`config.mk`:
```
export PLATFORM = sky130hd
export DESIGN_NAME = seg_scan_capture
export DESIGN_NICKNAME = d
export VERILOG_FILES = /design/src/rtl/seg_pkg.sv /design/src/rtl/seg7_to_code.sv /design/src/rtl/seg_scan_capture.sv
export SDC_FILE = /design/constraint.sdc
export NUM_CORES = 1
export LEC_CHECK = 0
export ABC_CLOCK_PERIOD_IN_PS = 3350
export BUFFER_PORTS_ARGS = -buffer_cell sky130_fd_sc_hd__buf_2
export CORE_MARGIN = 1.5
export CORE_UTILIZATION = 62
export CTS_BUF_LIST = sky130_fd_sc_hd__clkbuf_8
export CTS_CLUSTER_DIAMETER = 100
export DETAILED_ROUTE_END_ITERATION = 10
export PLACE_DENSITY = 0.86
export SYNTH_ARGS = -nofsm -noshare
export SYNTH_HDL_FRONTEND = slang
export SYNTH_SLANG_ARGS = --single-unit
```
`constraint.sdc`:
```
create_clock -name clk_in -period 3.35 [get_ports clk_in]
set_clock_uncertainty 0.15 [all_clocks]
set_input_delay 0.335 -clock clk_in [delete_from_list [all_inputs] [get_ports clk_in]]
set_output_delay 0.335 -clock clk_in [all_outputs]
set_load 0.01 [all_outputs]
```
`src/rtl/seg_pkg.sv`:
```
// Shared definitions for the seven-segment scan capture block: segment
// patterns (abcdefg, active-high, bit 0 = a), digit codes, capture FSM states
// and small anode-decoding helpers.
package seg_pkg;

    localparam logic [6:0] SEG_PAT_0     = 7'h3F;
    localparam logic [6:0] SEG_PAT_1     = 7'h06;
    localparam logic [6:0] SEG_PAT_2     = 7'h5B;
    localparam logic [6:0] SEG_PAT_3     = 7'h4F;
    localparam logic [6:0] SEG_PAT_4     = 7'h66;
    localparam logic [6:0] SEG_PAT_5     = 7'h6D;
    localparam logic [6:0] SEG_PAT_6     = 7'h7D;
    localparam logic [6:0] SEG_PAT_7     = 7'h07;
    localparam logic [6:0] SEG_PAT_8     = 7'h7F;
    localparam logic [6:0] SEG_PAT_9     = 7'h6F;
    localparam logic [6:0] SEG_PAT_MINUS = 7'h40;
    localparam logic [6:0] SEG_PAT_BLANK = 7'h00;

    localparam logic [3:0] DIG_MINUS = 4'hA;
    localparam logic [3:0] DIG_BAD   = 4'hE;
    localparam logic [3:0] DIG_BLANK = 4'hF;

    // HUNT doubles as the "waiting for slot 0" state after a completed frame.
    typedef enum logic [2:0] {
        ST_HUNT  = 3'd0,
        ST_CAP1  = 3'd1,
        ST_CAP2  = 3'd2,
        ST_CAP3  = 3'd3,
        ST_CHECK = 3'd4
    } cap_state_e;

    // True when exactly one anode line is driven low.
    function automatic logic anode_onehot_low(input logic [3:0] an);
        logic r;
        case (an)
            4'b1110, 4'b1101, 4'b1011, 4'b0111: r = 1'b1;
            default:                            r = 1'b0;
        endcase
        return r;
    endfunction

    // Slot index of a one-hot-low anode vector (0 for anything else).
    function automatic logic [1:0] anode_slot(input logic [3:0] an);
        logic [1:0] r;
        case (an)
            4'b1101: r = 2'd1;
            4'b1011: r = 2'd2;
            4'b0111: r = 2'd3;
            default: r = 2'd0;
        endcase
        return r;
    endfunction

endpackage

```
`src/rtl/seg7_to_code.sv`:
```
// Combinational decode of an active-low seven-segment pattern into a 4-bit
// digit code; unknown patterns give DIG_BAD with valid low.
module seg7_to_code
    import seg_pkg::*;
(
    input  logic [6:0] seg,
    output logic [3:0] code,
    output logic       valid
);

    logic [6:0] lit_s;
    assign lit_s = ~seg;

    // Pattern lookup
    always_comb begin
        code  = DIG_BAD;
        valid = 1'b1;
        case (lit_s)
            SEG_PAT_0:     code = 4'h0;
            SEG_PAT_1:     code = 4'h1;
            SEG_PAT_2:     code = 4'h2;
            SEG_PAT_3:     code = 4'h3;
            SEG_PAT_4:     code = 4'h4;
            SEG_PAT_5:     code = 4'h5;
            SEG_PAT_6:     code = 4'h6;
            SEG_PAT_7:     code = 4'h7;
            SEG_PAT_8:     code = 4'h8;
            SEG_PAT_9:     code = 4'h9;
            SEG_PAT_MINUS: code = DIG_MINUS;
            SEG_PAT_BLANK: code = DIG_BLANK;
            default: begin
                code  = DIG_BAD;
                valid = 1'b0;
            end
        endcase
    end

endmodule

```
`src/rtl/seg_scan_capture.sv`:
```
// Monitor for the multiplexed four-digit seven-segment bus. Synchronizes the
// bus, captures each slot once it has settled, and publishes a debounced
// four-digit frame with a one-cycle frame_valid pulse.
// Optional: define SEG_CAPTURE_TIMEOUT_EN to enable the stale-scan detector.
module seg_scan_capture
    import seg_pkg::*;
#(
    parameter int unsigned SETTLE_CYCLES = 16,
    parameter int unsigned STABLE_FRAMES = 2
`ifdef SEG_CAPTURE_TIMEOUT_EN
    ,
    parameter int unsigned TIMEOUT_CYCLES = 1000000
`endif
) (
    input  logic       clk_in,
    input  logic       reset,
    input  logic [6:0] seg,
    input  logic [3:0] anode,
    input  logic       dp,
    output logic [3:0] digit0,
    output logic [3:0] digit1,
    output logic [3:0] digit2,
    output logic [3:0] digit3,
    output logic [3:0] dp_mask,
    output logic       frame_valid,
    output logic       frame_err,
    output logic       stale
);

    localparam int unsigned SCW = $clog2(SETTLE_CYCLES + 1);
    localparam logic [SCW-1:0] SETTLE_LAST = SCW'(SETTLE_CYCLES - 1);
    localparam logic [SCW-1:0] SETTLE_SAT  = SCW'(SETTLE_CYCLES);
    localparam int unsigned MCW = $clog2(STABLE_FRAMES + 1);
    localparam logic [MCW-1:0] MATCH_MAX = MCW'(STABLE_FRAMES);
    localparam logic [MCW-1:0] MATCH_ONE = MCW'(1);
    localparam logic [19:0] FRAME_RESET = {16'hFFFF, 4'h0};

    logic [6:0]  seg_meta_r, seg_sync_r;
    logic [3:0]  anode_meta_r, anode_sync_r;
    logic        dp_meta_r, dp_sync_r;
    logic [11:0] bus_s, bus_prev_r;
    logic [SCW-1:0] settle_cnt_r;
    logic        change_s, anode_chg_s, onehot_s, settled_s, anode_bad_s;
    logic [1:0]  slot_s, exp_slot_s, prev_slot_s;
    logic        hit_exp_s, hit_prev_s, hit_zero_s, hit_other_s;
    logic [3:0]  dec_code_s;
    logic        dec_valid_s;
    cap_state_e  state_r, state_n;
    logic        cap_en_s, err_s, check_s, force_hunt_s;
    logic [3:0]  code_r [4];
    logic [3:0]  fdp_r, fbad_r;
    logic [19:0] frame_s, prev_frame_r, out_frame_r;
    logic [MCW-1:0] match_r, match_next_s;
    logic        frame_bad_s, publish_s, check_err_s;
    logic        frame_valid_r, frame_err_r;

    // Two-flop synchronizers on the display bus
    always_ff @(posedge clk_in or negedge reset) begin
        if (!reset) begin
            seg_meta_r   <= 7'h7F;
            seg_sync_r   <= 7'h7F;
            anode_meta_r <= 4'hF;
            anode_sync_r <= 4'hF;
            dp_meta_r    <= 1'b1;
            dp_sync_r    <= 1'b1;
        end else begin
            seg_meta_r   <= seg;
            seg_sync_r   <= seg_meta_r;
            anode_meta_r <= anode;
            anode_sync_r <= anode_meta_r;
            dp_meta_r    <= dp;
            dp_sync_r    <= dp_meta_r;
        end
    end

    assign bus_s       = {anode_sync_r, seg_sync_r, dp_sync_r};
    assign change_s    = (bus_s != bus_prev_r);
    assign anode_chg_s = (anode_sync_r != bus_prev_r[11:8]);
    assign onehot_s    = anode_onehot_low(anode_sync_r);
    assign slot_s      = anode_slot(anode_sync_r);
    // Saturating one past the settle point makes "settled" a single-cycle event
    // per stable period, so each visit to a slot is captured at most once.
    assign settled_s   = (settle_cnt_r == SETTLE_LAST) && !change_s && onehot_s;
    assign anode_bad_s = anode_chg_s && !onehot_s && (anode_sync_r != 4'hF);

    // Settle counter, restarted by any bus change
    always_ff @(posedge clk_in or negedge reset) begin
        if (!reset) begin
            bus_prev_r   <= {4'hF, 7'h7F, 1'b1};
            settle_cnt_r <= '0;
        end else begin
            bus_prev_r <= bus_s;
            if (change_s) begin
                settle_cnt_r <= '0;
            end else if (settle_cnt_r != SETTLE_SAT) begin
                settle_cnt_r <= settle_cnt_r + SCW'(1);
            end else begin
                settle_cnt_r <= settle_cnt_r;
            end
        end
    end

    seg7_to_code u_dec (
        .seg   (seg_sync_r),
        .code  (dec_code_s),
        .valid (dec_valid_s)
    );

    // Slot expected by the current state and the slot captured just before it
    always_comb begin
        case (state_r)
            ST_CAP1: exp_slot_s = 2'd1;
            ST_CAP2: exp_slot_s = 2'd2;
            ST_CAP3: exp_slot_s = 2'd3;
            default: exp_slot_s = 2'd0;
        endcase
    end

    assign prev_slot_s = exp_slot_s - 2'd1;
    assign hit_exp_s   = settled_s && (slot_s == exp_slot_s);
    assign hit_prev_s  = settled_s && (slot_s == prev_slot_s);
    assign hit_zero_s  = settled_s && (slot_s == 2'd0) && (prev_slot_s != 2'd0);
    assign hit_other_s = settled_s && !hit_exp_s && !hit_prev_s && (slot_s != 2'd0);

    // FSM state register
    always_ff @(posedge clk_in or negedge reset) begin
        if (!reset) begin
            state_r <= ST_HUNT;
        end else begin
            state_r <= state_n;
        end
    end

    // FSM next-state logic
    always_comb begin
        state_n = state_r;
        if (force_hunt_s) begin
            state_n = ST_HUNT;
        end else begin
            case (state_r)
                ST_HUNT:  state_n = hit_exp_s ? ST_CAP1 : ST_HUNT;
                ST_CAP1:  state_n = (anode_bad_s || hit_other_s) ? ST_HUNT :
                                    hit_exp_s ? ST_CAP2 : ST_CAP1;
                ST_CAP2:  state_n = (anode_bad_s || hit_other_s) ? ST_HUNT :
                                    hit_exp_s ? ST_CAP3 :
                                    hit_zero_s ? ST_CAP1 : ST_CAP2;
                ST_CAP3:  state_n = (anode_bad_s || hit_other_s) ? ST_HUNT :
                                    hit_exp_s ? ST_CHECK :
                                    hit_zero_s ? ST_CAP1 : ST_CAP3;
                ST_CHECK: state_n = ST_HUNT;
                default:  state_n = ST_HUNT;
            endcase
        end
    end

    // FSM outputs: capture strobe, abort error, frame check
    always_comb begin
        cap_en_s = 1'b0;
        err_s    = 1'b0;
        check_s  = 1'b0;
        case (state_r)
            ST_HUNT: begin
                cap_en_s = hit_exp_s && !force_hunt_s;
            end
            ST_CAP1, ST_CAP2, ST_CAP3: begin
                err_s    = !force_hunt_s && (anode_bad_s || hit_other_s || hit_zero_s);
                cap_en_s = !force_hunt_s && !anode_bad_s && (hit_exp_s || hit_zero_s);
            end
            ST_CHECK: begin
                check_s = !force_hunt_s;
            end
            default: begin
                cap_en_s = 1'b0;
            end
        endcase
    end

    // Frame buffer: decoded code, dp and invalid flag per slot
    always_ff @(posedge clk_in or negedge reset) begin
        if (!reset) begin
            for (int i = 0; i < 4; i++) begin
                code_r[i] <= DIG_BLANK;
            end
            fdp_r  <= 4'h0;
            fbad_r <= 4'h0;
        end else if (cap_en_s) begin
            code_r[slot_s] <= dec_code_s;
            fdp_r[slot_s]  <= ~dp_sync_r;
            fbad_r[slot_s] <= ~dec_valid_s;
        end
    end

    assign frame_s     = {code_r[3], code_r[2], code_r[1], code_r[0], fdp_r};
    assign frame_bad_s = |fbad_r;
    assign check_err_s = check_s && frame_bad_s;

    // Debounce: count consecutive identical good frames
    always_comb begin
        match_next_s = MATCH_ONE;
        if (frame_s == prev_frame_r) begin
            match_next_s = (match_r == MATCH_MAX) ? match_r : (match_r + MCW'(1));
        end else begin
            match_next_s = MATCH_ONE;
        end
    end

    assign publish_s = check_s && !frame_bad_s && (match_next_s == MATCH_MAX)
                       && (frame_s != out_frame_r);

    // Match count and previous-frame register
    always_ff @(posedge clk_in or negedge reset) begin
        if (!reset) begin
            match_r      <= '0;
            prev_frame_r <= 20'h0;
        end else if (check_s && !frame_bad_s) begin
            match_r      <= match_next_s;
            prev_frame_r <= frame_s;
        end
    end

    // Registered outputs and status pulses; an error suppresses valid
    always_ff @(posedge clk_in or negedge reset) begin
        if (!reset) begin
            out_frame_r   <= FRAME_RESET;
            frame_valid_r <= 1'b0;
            frame_err_r   <= 1'b0;
        end else begin
            frame_err_r   <= err_s || check_err_s;
            frame_valid_r <= publish_s && !(err_s || check_err_s);
            if (publish_s) begin
                out_frame_r <= frame_s;
            end
        end
    end

    assign digit0      = out_frame_r[7:4];
    assign digit1      = out_frame_r[11:8];
    assign digit2      = out_frame_r[15:12];
    assign digit3      = out_frame_r[19:16];
    assign dp_mask     = out_frame_r[3:0];
    assign frame_valid = frame_valid_r;
    assign frame_err   = frame_err_r;

`ifdef SEG_CAPTURE_TIMEOUT_EN
    localparam int unsigned TCW = $clog2(TIMEOUT_CYCLES + 1);
    localparam logic [TCW-1:0] TO_MAX  = TCW'(TIMEOUT_CYCLES);
    localparam logic [TCW-1:0] TO_LAST = TCW'(TIMEOUT_CYCLES - 1);
    logic [TCW-1:0] to_cnt_r;
    logic           stale_r;

    // Anode inactivity counter and stale flag
    always_ff @(posedge clk_in or negedge reset) begin
        if (!reset) begin
            to_cnt_r <= '0;
            stale_r  <= 1'b0;
        end else if (anode_chg_s) begin
            to_cnt_r <= '0;
            stale_r  <= 1'b0;
        end else begin
            to_cnt_r <= (to_cnt_r == TO_MAX) ? to_cnt_r : (to_cnt_r + TCW'(1));
            stale_r  <= stale_r || (to_cnt_r >= TO_LAST);
        end
    end

    assign force_hunt_s = stale_r && anode_chg_s;
    assign stale        = stale_r;
`else
    assign force_hunt_s = 1'b0;
    assign stale        = 1'b0;
`endif

endmodule

```
**Word-level counts from Yosys, hierarchy flattened**

Cells that the tools add are included.

- Bits in registers: 112
- Input port bits: 14
- Output and inout bits: 23
- Word-level logic and storage cells: 130

- Add/sub/neg operators: 3
- Order comparisons: 4
- Equality and inequality tests: 30
- Mux-type cells: 29
- Bitwise gates (word level): 4
- Reductions and logical operators: 40

Operator list:

| operator | number |
|---|---|
| $eq A7 B7 Y1 const B | 8 |
| $pmux W4 S12 | 1 |
| $eq A20 B20 Y1 | 1 |
| $ne A20 B20 Y1 | 1 |
| $logic_and A1 B1 Y1 | 19 |
| $bwmux W16 | 1 |
| $mux W2 | 8 |
| $eq A7 B3 Y1 const B | 2 |
| $eq A4 B4 Y1 const B | 3 |
| $ne A12 B12 Y1 | 1 |
| $pmux W2 S3 | 2 |
| $pmux W3 S4 | 1 |
| $reduce_or A12 Y1 | 1 |
| $mux W5 | 2 |
| $bwmux W4 | 2 |
| $demux W4 S2 | 1 |
| $reduce_or A4 Y1 | 2 |
| $eq A7 B6 Y1 const B | 1 |
| $logic_not A1 Y1 | 7 |
| $logic_not A7 Y1 | 1 |
| $not A7 Y7 | 1 |
| $eq A3 B2 Y1 const B | 2 |
| $mux W1 | 6 |
| $mux W3 | 2 |
| other kinds (26) | 34 |

**Depth between registers and ports, before layout**

Gate-level depths: netlist (run 1).

- Word-level depth: 15
- Gate-level depth with buffers: 9
- Mapped depth without buffers: 8

**Cells and area by module**

Synthesis (run 1) repeated with hierarchy kept, for this count alone.

- Cell total of the unflattened synthesis: 425
- Area, all modules: 5366.4 µm²

By module, submodules not included:

| module | times used | cells each | area each (µm²) | seq. area each (µm²) |
|---|---|---|---|---|
| seg_scan_capture | 1 | 377 | 5041.1 | 2887.8 |
| seg7_to_code | 1 | 48 | 325.3 | 0.0 |

**Least setup slack after synthesis (run 1)**

OpenSTA, ideal clock, no wires.

- Path type: register -> register
- Start point: reg seg_sync_r[3]
- End point: reg fbad_r[2]
- Library setup time: 125 ps
- Arrival time: 2201 ps
- Required time: 3075 ps
- Setup slack: 875 ps
- Cell stages (with the launch flop): 8
- Path buffers: 1
- Period minus slack after synthesis: 2475 ps
- Path through: dfstp_2 -> buf_2 -> xnor2_1 -> nand4_1 -> nor3_4 -> nand3_2 -> nor4_4 -> mux2_2

- Word-level cells in the longest chain between the ends: 9
- Elaborated cells on any way between the ends: 27
- Those cells by class: eq/ne (12); mux (3); bitwise (2); reduce/logical (10)

Ends and longest elaborated chain:

| item | RTL line | source |
|---|---|---|
| from (decl) | seg_scan_capture.sv:38 | `logic [6:0] seg_meta_r, seg_sync_r;` |
| from (signal assigned) | seg_scan_capture.sv:68 | `seg_sync_r <= seg_meta_r;` |
| $ne A12 B12 Y1 | seg_scan_capture.sv:77 | `assign change_s = (bus_s != bus_prev_r);` |
| $logic_not A1 Y1 | seg_scan_capture.sv:83 | `assign settled_s = (settle_cnt_r == SETTLE_LAST) && !change_s && onehot_s;` |
| $logic_and A1 B1 Y1 (2 in series) | seg_scan_capture.sv:83 |  |
| $logic_and A1 B1 Y1 (2 in series) | seg_scan_capture.sv:122 | `assign hit_zero_s = settled_s && (slot_s == 2'd0) && (prev_slot_s != 2'd0);` |
| $logic_or A1 B1 Y1 | seg_scan_capture.sv:167 | `cap_en_s = !force_hunt_s && !anode_bad_s && (hit_exp_s \|\| hit_zero_s);` |
| $logic_and A1 B1 Y1 | seg_scan_capture.sv:167 |  |
| $pmux W1 S2 | seg_scan_capture.sv:161 | `case (state_r)` |
| to (signal, indexed assignment) | seg_scan_capture.sv:189 | `fbad_r[slot_s] <= ~dec_valid_s;` |
| to (decl) | seg_scan_capture.sv:51 | `logic [3:0] fdp_r, fbad_r;` |

Parallel ways exist; a longest one is shown, timed or not.
A chain may end at the register's enable or synchronous reset.

**Worst setup path after layout (run 1)**

- Start point: reg anode_sync_r[2]
- End point: reg fbad_r[0]

- Word-level cells in the longest chain between the ends: 9
- Elaborated cells on any way between the ends: 31
- Those cells by class: order compare (2); eq/ne (8); mux (6); reduce/logical (15)

Ends and longest elaborated chain:

| item | RTL line | source |
|---|---|---|
| from (decl) | seg_scan_capture.sv:39 | `logic [3:0] anode_meta_r, anode_sync_r;` |
| from (signal assigned) | seg_scan_capture.sv:70 | `anode_sync_r <= anode_meta_r;` |
| parallel branches: the longest is 9 deep, another holds $lt A2 B3 Y1 | - |  |

Parallel ways; which one is timed is not known.

==> reports/metrics.cfg, run 1 <==
[cts]
clkLatencyLatePin_ns = 0.36
clkSlewWorstSetupHoldPaths_ns = 0.10
cts.repair.resized = 0
cts_sinks = 112
cts_buffer_depth = 2
numCtsBuffers = 9
cts-root-buf = clkbuf_8
tritoncts = built
cts-htree-levels = 3
cts_setup_buffers = 0

[layout]
final-seq-area_mm2 = 0.002888
nets = 474
design_area_mm2 = 0.005806
multi_input_area_mm2 = 0.002178
n_antenna_cell = 0
nFillCells = 547
fin_util = 0.7101
synthToLayoutAreaGrowth_pct = 11.24
drive_gt1_frac = 0.4109

[pwr]
p_total_mw = 2.382
power.switching_mw = 0.5231
power_leakage_nw = 2.582
p_seq_frac = 0.597
netSwitchingFraction = 0.2196
p_int_mw = 1.859
power.density_mw_per_mm2 = 410.3
share_comb_of_total_power = 0.044
clkPwrFrac = 0.358
ir_worst_vdd_mv = 0.2511

[sta]
max-slew-margin-rel = 0.4097
rsz0062_at_grt = no
fin_tns_setup_ns = 0
max_freq_mhz = 362.4
tightest_slew_ns = 0.8731
hold_violations = 0
finalCriticalPeriod_ns = 2.760
fin_crit_sh = 0.8237
setup_viol = 0
final_max_slew_viol_count = 0

[synthesis]
netlist_area_mm2 = 0.005219
ys.flop_type = dfstp_2
synth-simple-area-share = 0.1206
synth.area.mux_share = 0.1343
ys_seq_area_frac = 0.5533
ys_ff_latch = 112
syn_inst = 411
yosysWarnings = 0
synthArstFlopShare = 1.000
synth_adder_area_share = 0.01391
synthXorXnorAreaFrac = 0.09542
synth_nets = 430
synth_top_family_by_area = multiplexers
syn_avg_cell_area_um2 = 12.70
ys_types = 58
synth_compound_area_frac = 0.05251
synth_edf_count = 0

[die]
die_w_um = 94.75
dieHeight_um = 94.75
core_area_mm2 = 0.008175
fp-row-count = 33
dieArea_mm2 = 0.008977
start_util = 0.6384
io_pins = 37

[worst_setup_path]
start_kind = flop
crit_required_ns = 3.45
critical_path_arrival_ns = 2.86
crit_path_max_fanout = 9
crit_type = reg -> reg
critPathCaptureType = flop

[placed_design]
port_buffers = 35
dpl_cell_area_mm2 = 0.005463
place.gp.congestion = 0.8557
hpwl_mm = 6.700

[status]
outcome = finished clean

[global_routing]
track_usage = 0.2361
overflow = 0
grt_max_degree = 65
grt_pass1_vias = 3265
grt_first_pass_wirelength_mm = 15.97
antenna_found_initial = 0

[route]
post_drt_wl_per_cell_um = 17.21
drc = 0
routed_via_density = 5.805
wirelength_mm = 9.721
drtAntennaViolNets = 0
via_count = 3280
drt-pass1-iter-count = 4
dr.first_iter.drc_count = 198

[run]
maxCapViolations = 0

[min_path]
hold_path.class = reg -> reg

## synth_stat cells (3+ instances only)
cell type / n / share of area
buf_2: 5 / 0.0048
o21bai_1: 3 / 0.0043
ha_1: 5 / 0.012
nand4_1: 9 / 0.011
dfrtp_1: 44 / 0.21
clkbuf_1: 8 / 0.0058
mux2i_1: 7 / 0.013
nor4_1: 7 / 0.0084
dfstp_2: 68 / 0.34
buf_4: 4 / 0.0058
inv_1: 12 / 0.0086
nor2_1: 15 / 0.011
nor3_1: 9 / 0.0086
o22ai_1: 3 / 0.0036
nor4_4: 3 / 0.012
mux2_2: 55 / 0.12
nor3b_1: 3 / 0.0043
o21ai_0: 10 / 0.0096
a21oi_1: 9 / 0.0086
nand2_1: 15 / 0.011
nand3_1: 11 / 0.011
xor2_1: 22 / 0.037
xnor2_1: 33 / 0.055
## worst max-delay path, stage by stage, from the launching register on
cell and delay (ns):
dfstp_2 0.67, nand4b_1 0.33, o31a_1 0.34, o21ai_1 0.13
nand2_1 0.19, a21oi_2 0.45, mux2_2 0.40
## routing by layer
layer,vias up,part of all wire,GRT usage
met5,-,0,0
met4,0,0.021,0.08955
met3,20,0.032,0.04267
met2,90,0.51,0.3946
met1,1646,0.44,0.3076
li1,1524,-,-
## stage by stage
| stage | std cells | hold WS [ns] | worst slack (ns) |
|---|---|---|---|
| 2_1_floorplan | 411 | -0.1106 | 0.8747 |
| 3_3_place_gp | 536 | 0.1956 | 0.7252 |
| 3_5_place_dp | 536 | 0.1973 | 0.6465 |
| 4_1_cts | 565 | 0.2121 | 0.6083 |
| 5_1_grt | 565 | 0.2126 | 0.4599 |
| 6_report | 565 | 0.2108 | 0.5905 |
## flip-flops by register name, summed over array words and instances, names as in the netlist, 5 cells and up
signal / cells
out_frame_r: 20
code_r: 16
prev_frame_r: 20
bus_prev_r: 12
seg_sync_r: 7
settle_cnt_r: 5
seg_meta_r: 7
## power groups by stage
stage               Sequential, mW  Clock (mW)  Combinational (mW)
floorplan                     1.43           0              0.0687
global placement              1.44           0              0.0908
detailed placement            1.45           0              0.0939
CTS                           1.42       0.866               0.106
global route                  1.43       0.928               0.117
finish                        1.42       0.853               0.106
## cells in the final DEF (no fill, tap or decap), types with 3 or more instances in the layout
cell type	synthesis	layout
a21oi_1	9	9
buf_2	5	34
buf_4	4	4
clkbuf_8	0	9
dfrtp_1	44	44
dfstp_2	68	68
dlygate4sd3_1	0	13
ha_1	5	5
inv_1	12	14
mux2_2	55	55
mux2i_1	7	7
nand2_1	15	15
nand3_1	11	11
nand4_1	9	9
nor2_1	15	15
nor3_1	9	9
nor3b_1	3	3
nor4_1	7	7
nor4_4	3	3
o21ai_0	10	10
o21bai_1	3	3
o22ai_1	3	3
xnor2_1	33	33
xor2_1	22	22
## layout make-up
type,count,area share
Sequential cell,112,0.4974
Multi-Input combinational cell,268,0.3752
Tap cell,105,0.02263
Inverter,12,0.007759
Clock buffer,9,0.02134
Clock inverter,7,0.01530
Timing Repair Buffer,52,0.06034
## repair_timing
item / CTS / global route
setup endpoints to repair: 0 / 0
endpoints found under the hold margin: 41 / 0
hold buffers: 13 / 0
## final timing paths
path,startpoint,endpoint,slack (ns),cells past startpoint
worst max-delay path,anode_sync_r[2],fbad_r[0],0.59,6
worst min-delay path,seg_meta_r[2],seg_sync_r[2],0.21,0
worst max register to register,anode_sync_r[2],fbad_r[0],0.59,6
worst min register to register,seg_meta_r[2],seg_sync_r[2],0.21,0
max in group asynchronous,reset,code_r[7],1.85,3
min in group asynchronous,reset,prev_frame_r[7],0.44,2
## cell families after synthesis
family,count (synthesis)
buf+inv,31
mux,63
xor+xnor,56
simple gates,100
fa+ha+maj,6
flops,112
compound gates,42
other cells,1
No activity file was read; power rests on OpenSTA's default activity.
==> run 2, diff against run 1 <==
--- a/config.mk
+++ b/config.mk
@@ -5,14 +5,14 @@
 export SDC_FILE = /design/constraint.sdc
 export NUM_CORES = 1
 export LEC_CHECK = 0
-export ABC_CLOCK_PERIOD_IN_PS = 3350
+export ABC_CLOCK_PERIOD_IN_PS = 2450
 export BUFFER_PORTS_ARGS = -buffer_cell sky130_fd_sc_hd__buf_2
 export CORE_MARGIN = 1.5
-export CORE_UTILIZATION = 62
+export CORE_UTILIZATION = 56
 export CTS_BUF_LIST = sky130_fd_sc_hd__clkbuf_8
 export CTS_CLUSTER_DIAMETER = 100
 export DETAILED_ROUTE_END_ITERATION = 10
-export PLACE_DENSITY = 0.86
+export PLACE_DENSITY = 0.82
 export SYNTH_ARGS = -nofsm -noshare
 export SYNTH_HDL_FRONTEND = slang
 export SYNTH_SLANG_ARGS = --single-unit
==> constraint.sdc (replaced) <==
create_clock -name clk_in -period 2.45 [get_ports clk_in]
set_clock_uncertainty 0.15 [all_clocks]
set_input_delay 0.245 -clock clk_in [delete_from_list [all_inputs] [get_ports clk_in]]
set_output_delay 0.245 -clock clk_in [all_outputs]
set_load 0.01 [all_outputs]
==> run 2 against run 1 <==
The flow now finishes with violations (setup timing). Maximum frequency is 7.5% higher. Die area rose by 10%. Clock power rose by 35%. Design area increased by 13%. Non-clock buffer count grew 61. Critical path depth rose by 2. Sequential power rose by 36%. Sequential share of layout area down 5.7 points. Utilization up 0.69 points. Final cell count up 12%. Highest routed layer unchanged.
==> reports/metrics.cfg, run 2 (synthesis gave the netlist of run 1 again) <==
[min_path]
hold_path.startpoint = seg_meta_r[0]  ; was seg_meta_r[2]
holdPathStages = 0  ; unchanged
hold_path.class = reg -> reg  ; unchanged
min_to = seg_sync_r[0]  ; was seg_sync_r[2]

[die]
dieHeight_um = 99.54  ; was 94.75 um
io_pins = 37  ; unchanged
dieArea_mm2 = 0.009907  ; was 0.008977 mm^2
fp-row-count = 35  ; was 33
core_area_mm2 = 0.009153  ; was 0.008175 mm^2
die_w_um = 99.54  ; was 94.75 um
start_util = 0.5702  ; was 0.6384

[placed_design]
port_buffers = 35  ; unchanged
dpl_cell_area_mm2 = 0.005776  ; was 0.005463 mm^2
hpwl_mm = 7.222  ; was 6.700 mm
place.gp.congestion = 0.9378  ; was 0.8557

[layout]
synthToLayoutAreaGrowth_pct = 25.75  ; was 11.24%
nets = 535  ; was 474
design_area_mm2 = 0.006563  ; was 0.005806 mm^2
drive_gt1_frac = 0.5336  ; was 0.4109
n_antenna_cell = 0  ; unchanged
layout_common_cells = dfstp_2, buf_4, dfrtp_1, mux2_2, buf_2  ; was dfstp_2, mux2_2, dfrtp_1, buf_2, xnor2_1
nFillCells = 549  ; was 547
fin_util = 0.7170  ; was 0.7101
top_regs = out_frame_r (20), prev_frame_r (20), code_r (16)  ; unchanged
mostFrequentLayoutCell = dfstp_2  ; unchanged

[cts]
tritoncts = built  ; unchanged
cts-root-buf = clkbuf_8  ; unchanged
clkLatencyLatePin_ns = 0.38  ; was 0.36 ns
numCtsBuffers = 9  ; unchanged
clkSlewWorstSetupHoldPaths_ns = 0.11  ; was 0.10 ns
cts_buffer_depth = 2  ; unchanged
cts-htree-levels = 3  ; unchanged
cts_sinks = 112  ; unchanged

[pwr]
p_seq_frac = 0.581  ; was 0.597
share_comb_of_total_power = 0.072  ; was 0.044
ir_worst_vdd_mv = 0.3928  ; was 0.2511 mV
clkPwrFrac = 0.347  ; was 0.358
p_total_mw = 3.324  ; was 2.382 mW
netSwitchingFraction = 0.2472  ; was 0.2196
power.density_mw_per_mm2 = 506.5  ; was 410.3 mW/mm^2
power_leakage_nw = 2.946  ; was 2.582 nW
p_int_mw = 2.502  ; was 1.859 mW
power.switching_mw = 0.8218  ; was 0.5231 mW

[worst_setup_path]
critical-path-top-delay-family = flip-flops  ; was compound AO/OA/AOI/OAI gates
crit_required_ns = 2.61  ; was 3.45 ns
crit_path_max_fanout = 8  ; was 9
critical_path_arrival_ns = 2.72  ; was 2.86 ns
path_cells = buf_6 > nand4b_1 > o31a_1 > o21ai_4 > a21oi_4 > nor4_4 > buf_6 > mux2_2  ; was nand4b_1 > o31a_1 > o21ai_1 > nand2_1 > a21oi_2 > mux2_2
critPathCaptureType = flop  ; unchanged
critical_path_buf_inv_count = 2  ; was 0
rrSetupSlack_ns = -0.12  ; was 0.59 ns
cpMostUsedCell = buf_6
crit_start = anode_sync_r[2]  ; unchanged
rr_startpoint = anode_sync_r[2]  ; unchanged
start_kind = flop  ; unchanged
r2r_cells = 8  ; was 6
timing.rr.end = code_r[3]  ; was fbad_r[0]
crit_type = reg -> reg  ; unchanged
cp_slowest_cell = dfstp_2  ; unchanged
cp_slowest_stage_delay_ns = 0.68  ; was 0.67 ns

[route]
wirelength_mm = 12.78  ; was 9.721 mm
dr.first_iter.drc_count = 200  ; was 198
drc = 0  ; unchanged
routed_via_density = 5.896  ; was 5.805
drtAntennaViolNets = 0  ; unchanged
via_count = 3726  ; was 3280
drt-pass1-iter-count = 5  ; was 4
post_drt_wl_per_cell_um = 20.22  ; was 17.21 um

[status]
violations = setup timing
outcome = finished, violations left  ; was finished clean

[sta]
finalCriticalPeriod_ns = 2.566  ; was 2.760 ns
hold_violations = 0  ; unchanged
fin_tns_setup_ns = -1.055  ; was 0 ns
max_freq_mhz = 389.6  ; was 362.4 MHz
rsz0062_at_grt = yes  ; was no
layout_setup_ws_ns = -0.1164  ; was 0.5905 ns
final_max_slew_viol_count = 0  ; unchanged
whs_ns = 0.2019  ; was 0.2108 ns
fin_crit_sh = 1.048  ; was 0.8237
tightest_slew_ns = 0.6604  ; was 0.8731 ns
setup_viol = 22  ; was 0
max-slew-margin-rel = 0.5597  ; was 0.4097

[global_routing]
grt_pass1_vias = 3689  ; was 3265
met3_usage = 0.04568  ; was 0.04267
grt_max_degree = 52  ; was 65
antenna_found_initial = 0  ; unchanged
track_usage = 0.2449  ; was 0.2361
grt_first_pass_wirelength_mm = 18.91  ; was 15.97 mm
busiest_layer = met2  ; unchanged
grtUsageMet2 = 0.4241  ; was 0.3946
grt_use_met1 = 0.3172  ; was 0.3076
overflow = 0  ; unchanged

[run]
maxCapViolations = 0  ; unchanged

## run 2: changes by cell type in the layout (fill, tap and decap cells not counted), sizes merged
| cell | before | now |
|---|---|---|
| buf | 39 | 100 |
| bufinv | 2 | 1 |
| clkinvlp | 1 | 2 |
## run 2: metrics by stage
step / std cells / worst slack [ns]
3_5_place_dp: 581 / -0.08933
5_1_grt: 632 / -0.1779
4_1_cts: 624 / -0.01720
6_report: 632 / -0.1164
3_3_place_gp: 581 / 0.02413
2_1_floorplan: 411 / 0.001584
## run 2: how the worst max path moves through the flow
stage	to	slack [ns]	depth (start not counted)
finish	code_r[3]	-0.12	8
global route	out_frame_r[2]	-0.18	7
CTS	code_r[2]	-0.02	8
detailed placement	fbad_r[2]	-0.09	8
global placement	fbad_r[2]	0.02	8
floorplan	fbad_r[3]	0.002	7
## run 2: layer usage
layer	up-vias	wire length [um]
met5	-	0
met3	38	703
met2	159	6515
met4	0	368
li1	1653	-
met1	1876	5191
## run 2: what timing repair did
item | CTS | global route
buffers inserted | 14 | 8
setup endpoints to repair | 18 | 45
hold endpoints to repair | 36 | 0
hold buffers | 13 | 0
resized for setup | 17 | 49
pin swaps | 10 | 9
## run 2: power by group through the flow
stage          sequential, mW  clock (mW)  combinational, mW
2_1_floorplan            1.95           0             0.0942
6_report                 1.93        1.15              0.240
5_1_grt                  1.94        1.24              0.257
4_1_cts                  1.93        1.16              0.208
3_5_place_dp             1.97           0              0.166
3_3_place_gp             1.96           0              0.161
## run 2: final cells by class
cell class	count	area, um^2	area share
clock buffers	9	123.9	0.01888
clock inverters	7	78.83	0.01201
inverters	12	45.04	0.006864
multi-input cells	268	2407	0.3668
flip-flops and latches	112	2888	0.4400
well taps	111	138.9	0.02116
repair buffers	113	880.8	0.1342
==> run 3, diff against run 2 <==
--- a/config.mk
+++ b/config.mk
@@ -8,11 +8,11 @@
 export ABC_CLOCK_PERIOD_IN_PS = 2450
 export BUFFER_PORTS_ARGS = -buffer_cell sky130_fd_sc_hd__buf_2
 export CORE_MARGIN = 1.5
-export CORE_UTILIZATION = 56
+export CORE_UTILIZATION = 55
 export CTS_BUF_LIST = sky130_fd_sc_hd__clkbuf_8
 export CTS_CLUSTER_DIAMETER = 100
 export DETAILED_ROUTE_END_ITERATION = 10
-export PLACE_DENSITY = 0.82
+export PLACE_DENSITY = 0.86
 export SYNTH_ARGS = -nofsm -noshare
 export SYNTH_HDL_FRONTEND = slang
 export SYNTH_SLANG_ARGS = --single-unit
==> run 3 against run 2 <==
The flow still finishes with violations (setup timing). Sequential power about the same. Via count fell by 5.3%. First-iteration DRC count is 14% lower. Non-clock buffer count decreased by 5. Maximum frequency rose by 2.1%. Final cell count increased by 2.1%. Die area increased by 1.8%. Routed wire length fell by 11%. Critical path depth unchanged. Clock power fell by 7%. Power is 3.4% lower. Critical path type unchanged. Largest power group unchanged.
==> reports/metrics.cfg, run 3 (synthesis gave the netlist of run 1 again) <==
[status]
outcome = finished, violations left  ; unchanged
violations = setup timing  ; unchanged

[worst_setup_path]
r2r_cells = 8  ; unchanged
critPathCaptureType = flop  ; unchanged
crit_type = reg -> reg  ; unchanged
crit_required_ns = 2.57  ; was 2.61 ns
timing.rr.end = fbad_r[3]  ; was code_r[3]
rr_startpoint = anode_sync_r[2]  ; unchanged
crit_path_max_fanout = 7  ; was 8
path_cells = buf_4 > nand4b_1 > o31a_1 > o21ai_2 > a21oi_4 > nor4_4 > buf_6 > mux2_2  ; was buf_6 > nand4b_1 > o31a_1 > o21ai_4 > a21oi_4 > nor4_4 > buf_6 > mux2_2
cp_slowest_stage_delay_ns = 0.66  ; was 0.68 ns
cp_slowest_cell = dfstp_2  ; unchanged
start_kind = flop  ; unchanged
critical_path_arrival_ns = 2.63  ; was 2.72 ns
rrSetupSlack_ns = -0.06  ; was -0.12 ns

[route]
via_count = 3528  ; was 3726
drc = 0  ; unchanged
drt-pass1-iter-count = 4  ; was 5
routed_via_density = 5.470  ; was 5.896
wirelength_mm = 11.36  ; was 12.78 mm
dr.first_iter.drc_count = 172  ; was 200
drtAntennaViolNets = 0  ; unchanged
post_drt_wl_per_cell_um = 17.62  ; was 20.22 um

[pwr]
power_leakage_nw = 2.874  ; was 2.946 nW
power.density_mw_per_mm2 = 505.0  ; was 506.5 mW/mm^2
ir_worst_vdd_mv = 0.4005  ; was 0.3928 mV

[global_routing]
grt_max_degree = 54  ; was 52
track_usage = 0.2290  ; was 0.2449
overflow = 0  ; unchanged
antenna_found_initial = 0  ; unchanged
grt_pass1_vias = 3603  ; was 3689
grt_first_pass_wirelength_mm = 17.82  ; was 18.91 mm

[cts]
cts-htree-levels = 3  ; unchanged
cts-root-buf = clkbuf_8  ; unchanged
clkLatencyLatePin_ns = 0.38  ; about the same
numCtsBuffers = 9  ; unchanged
tritoncts = built  ; unchanged
cts_sinks = 112  ; unchanged
clkSlewWorstSetupHoldPaths_ns = 0.11  ; about the same
cts_buffer_depth = 2  ; unchanged

[layout]
mostFrequentLayoutCell = dfstp_2  ; unchanged
layout_common_cells = dfstp_2, buf_4, mux2_2, dfrtp_1, buf_2  ; was dfstp_2, buf_4, dfrtp_1, mux2_2, buf_2
top_regs = out_frame_r (20), prev_frame_r (20), code_r (16)  ; unchanged
nets = 530  ; was 535
n_antenna_cell = 0  ; unchanged
drive_gt1_frac = 0.5078  ; was 0.5336
fin_cells = 645  ; was 632
synthToLayoutAreaGrowth_pct = 21.89  ; was 25.75%
design_area_mm2 = 0.006361  ; was 0.006563 mm^2

[sta]
rsz0062_at_grt = yes  ; unchanged
finalCriticalPeriod_ns = 2.513  ; was 2.566 ns
layout_setup_ws_ns = -0.06273  ; was -0.1164 ns
max_freq_mhz = 398.0  ; was 389.6 MHz
setup_viol = 5  ; was 22
whs_ns = 0.2112  ; was 0.2019 ns
final_max_slew_viol_count = 0  ; unchanged
fin_crit_sh = 1.026  ; was 1.048
hold_violations = 0  ; unchanged

[placed_design]
port_buffers = 35  ; unchanged
place.gp.congestion = 0.8960  ; was 0.9378
hpwl_mm = 7.406  ; was 7.222 mm
place_inst = 602  ; was 581
dpl_cell_area_mm2 = 0.005821  ; was 0.005776 mm^2
place_ws_ns = -0.05394  ; was -0.08933 ns

[die]
start_util = 0.5648  ; was 0.5702
die_w_um = 100.4  ; was 99.54 um
io_pins = 37  ; unchanged
dieArea_mm2 = 0.01008  ; was 0.009907 mm^2
fp-row-count = 35  ; unchanged
core_area_mm2 = 0.009240  ; was 0.009153 mm^2
dieHeight_um = 100.4  ; was 99.54 um

[min_path]
hold_path.class = in -> async  ; was reg -> reg

[run]
maxCapViolations = 0  ; unchanged

[run 3: worst max path at each step]
stage	from	to	slack, ns
floorplan	anode_sync_r[2]	fbad_r[3]	0.002
CTS	anode_sync_r[2]	fbad_r[2]	-0.01
detailed placement	anode_sync_r[3]	fbad_r[1]	-0.05
global route	anode_sync_r[2]	fbad_r[3]	-0.15
finish	anode_sync_r[2]	fbad_r[3]	-0.06
global placement	code_r[13]	out_frame_r[0]	-0.05
[run 3: critical path, delay by kind of cell (launching register included)]
family                 cells  cell delay [ns]
flip-flops                 1             0.66
AO/OA/AOI/OAI              3             0.50
AND/OR/NAND/NOR            2             0.45
buffers and inverters      2             0.33
multiplexers               1             0.33
[run 3: what timing repair did]
item / in CTS / in global routing
setup endpoints to repair: 18 / 42
hold buffers: 13 / 0
resized for setup: 4 / 23
pin swaps: 2 / 8
endpoints found under the hold margin: 46 / 0
buffers inserted: 6 / 8
[run 3: final cells by class]
class                           instances  area [um^2]
Sequential cell                       112         2888
Fill cell                             603         2879
Multi-Input combinational cell        268         2280
Timing Repair Buffer                  108        798.3
Tap cell                              129        161.4
Clock buffer                            9        123.9
Clock inverter                          7        65.06
Inverter                               12        45.04
[run 3: power breakdown]
part / total, mW / internal [mW] / switching (mW)
Sequential: 1.93 / 1.91 / 0.0241
Combinational: 0.211 / 0.0958 / 0.115
Clock: 1.07 / 0.392 / 0.679
[run 3: per-layer routing]
metal / wire, um / GRT usage
met1: 4872 / 0.3051
met3: 442 / 0.02786
met4: 180 / 0.08017
met5: 0 / 0
met2: 5866 / 0.3898
[run 3: stage by stage]
stage / TNS [ns] / power [mW] / util
after floorplan: 0 / 2.044 / -
after global placement: -0.3639 / 2.123 / 0.6299
after detailed placement: -0.1593 / 2.132 / 0.6299
after CTS: -0.01182 / 3.206 / 0.6716
after global routing: -2.281 / 3.316 / 0.6884
final: -0.1737 / 3.213 / 0.6884
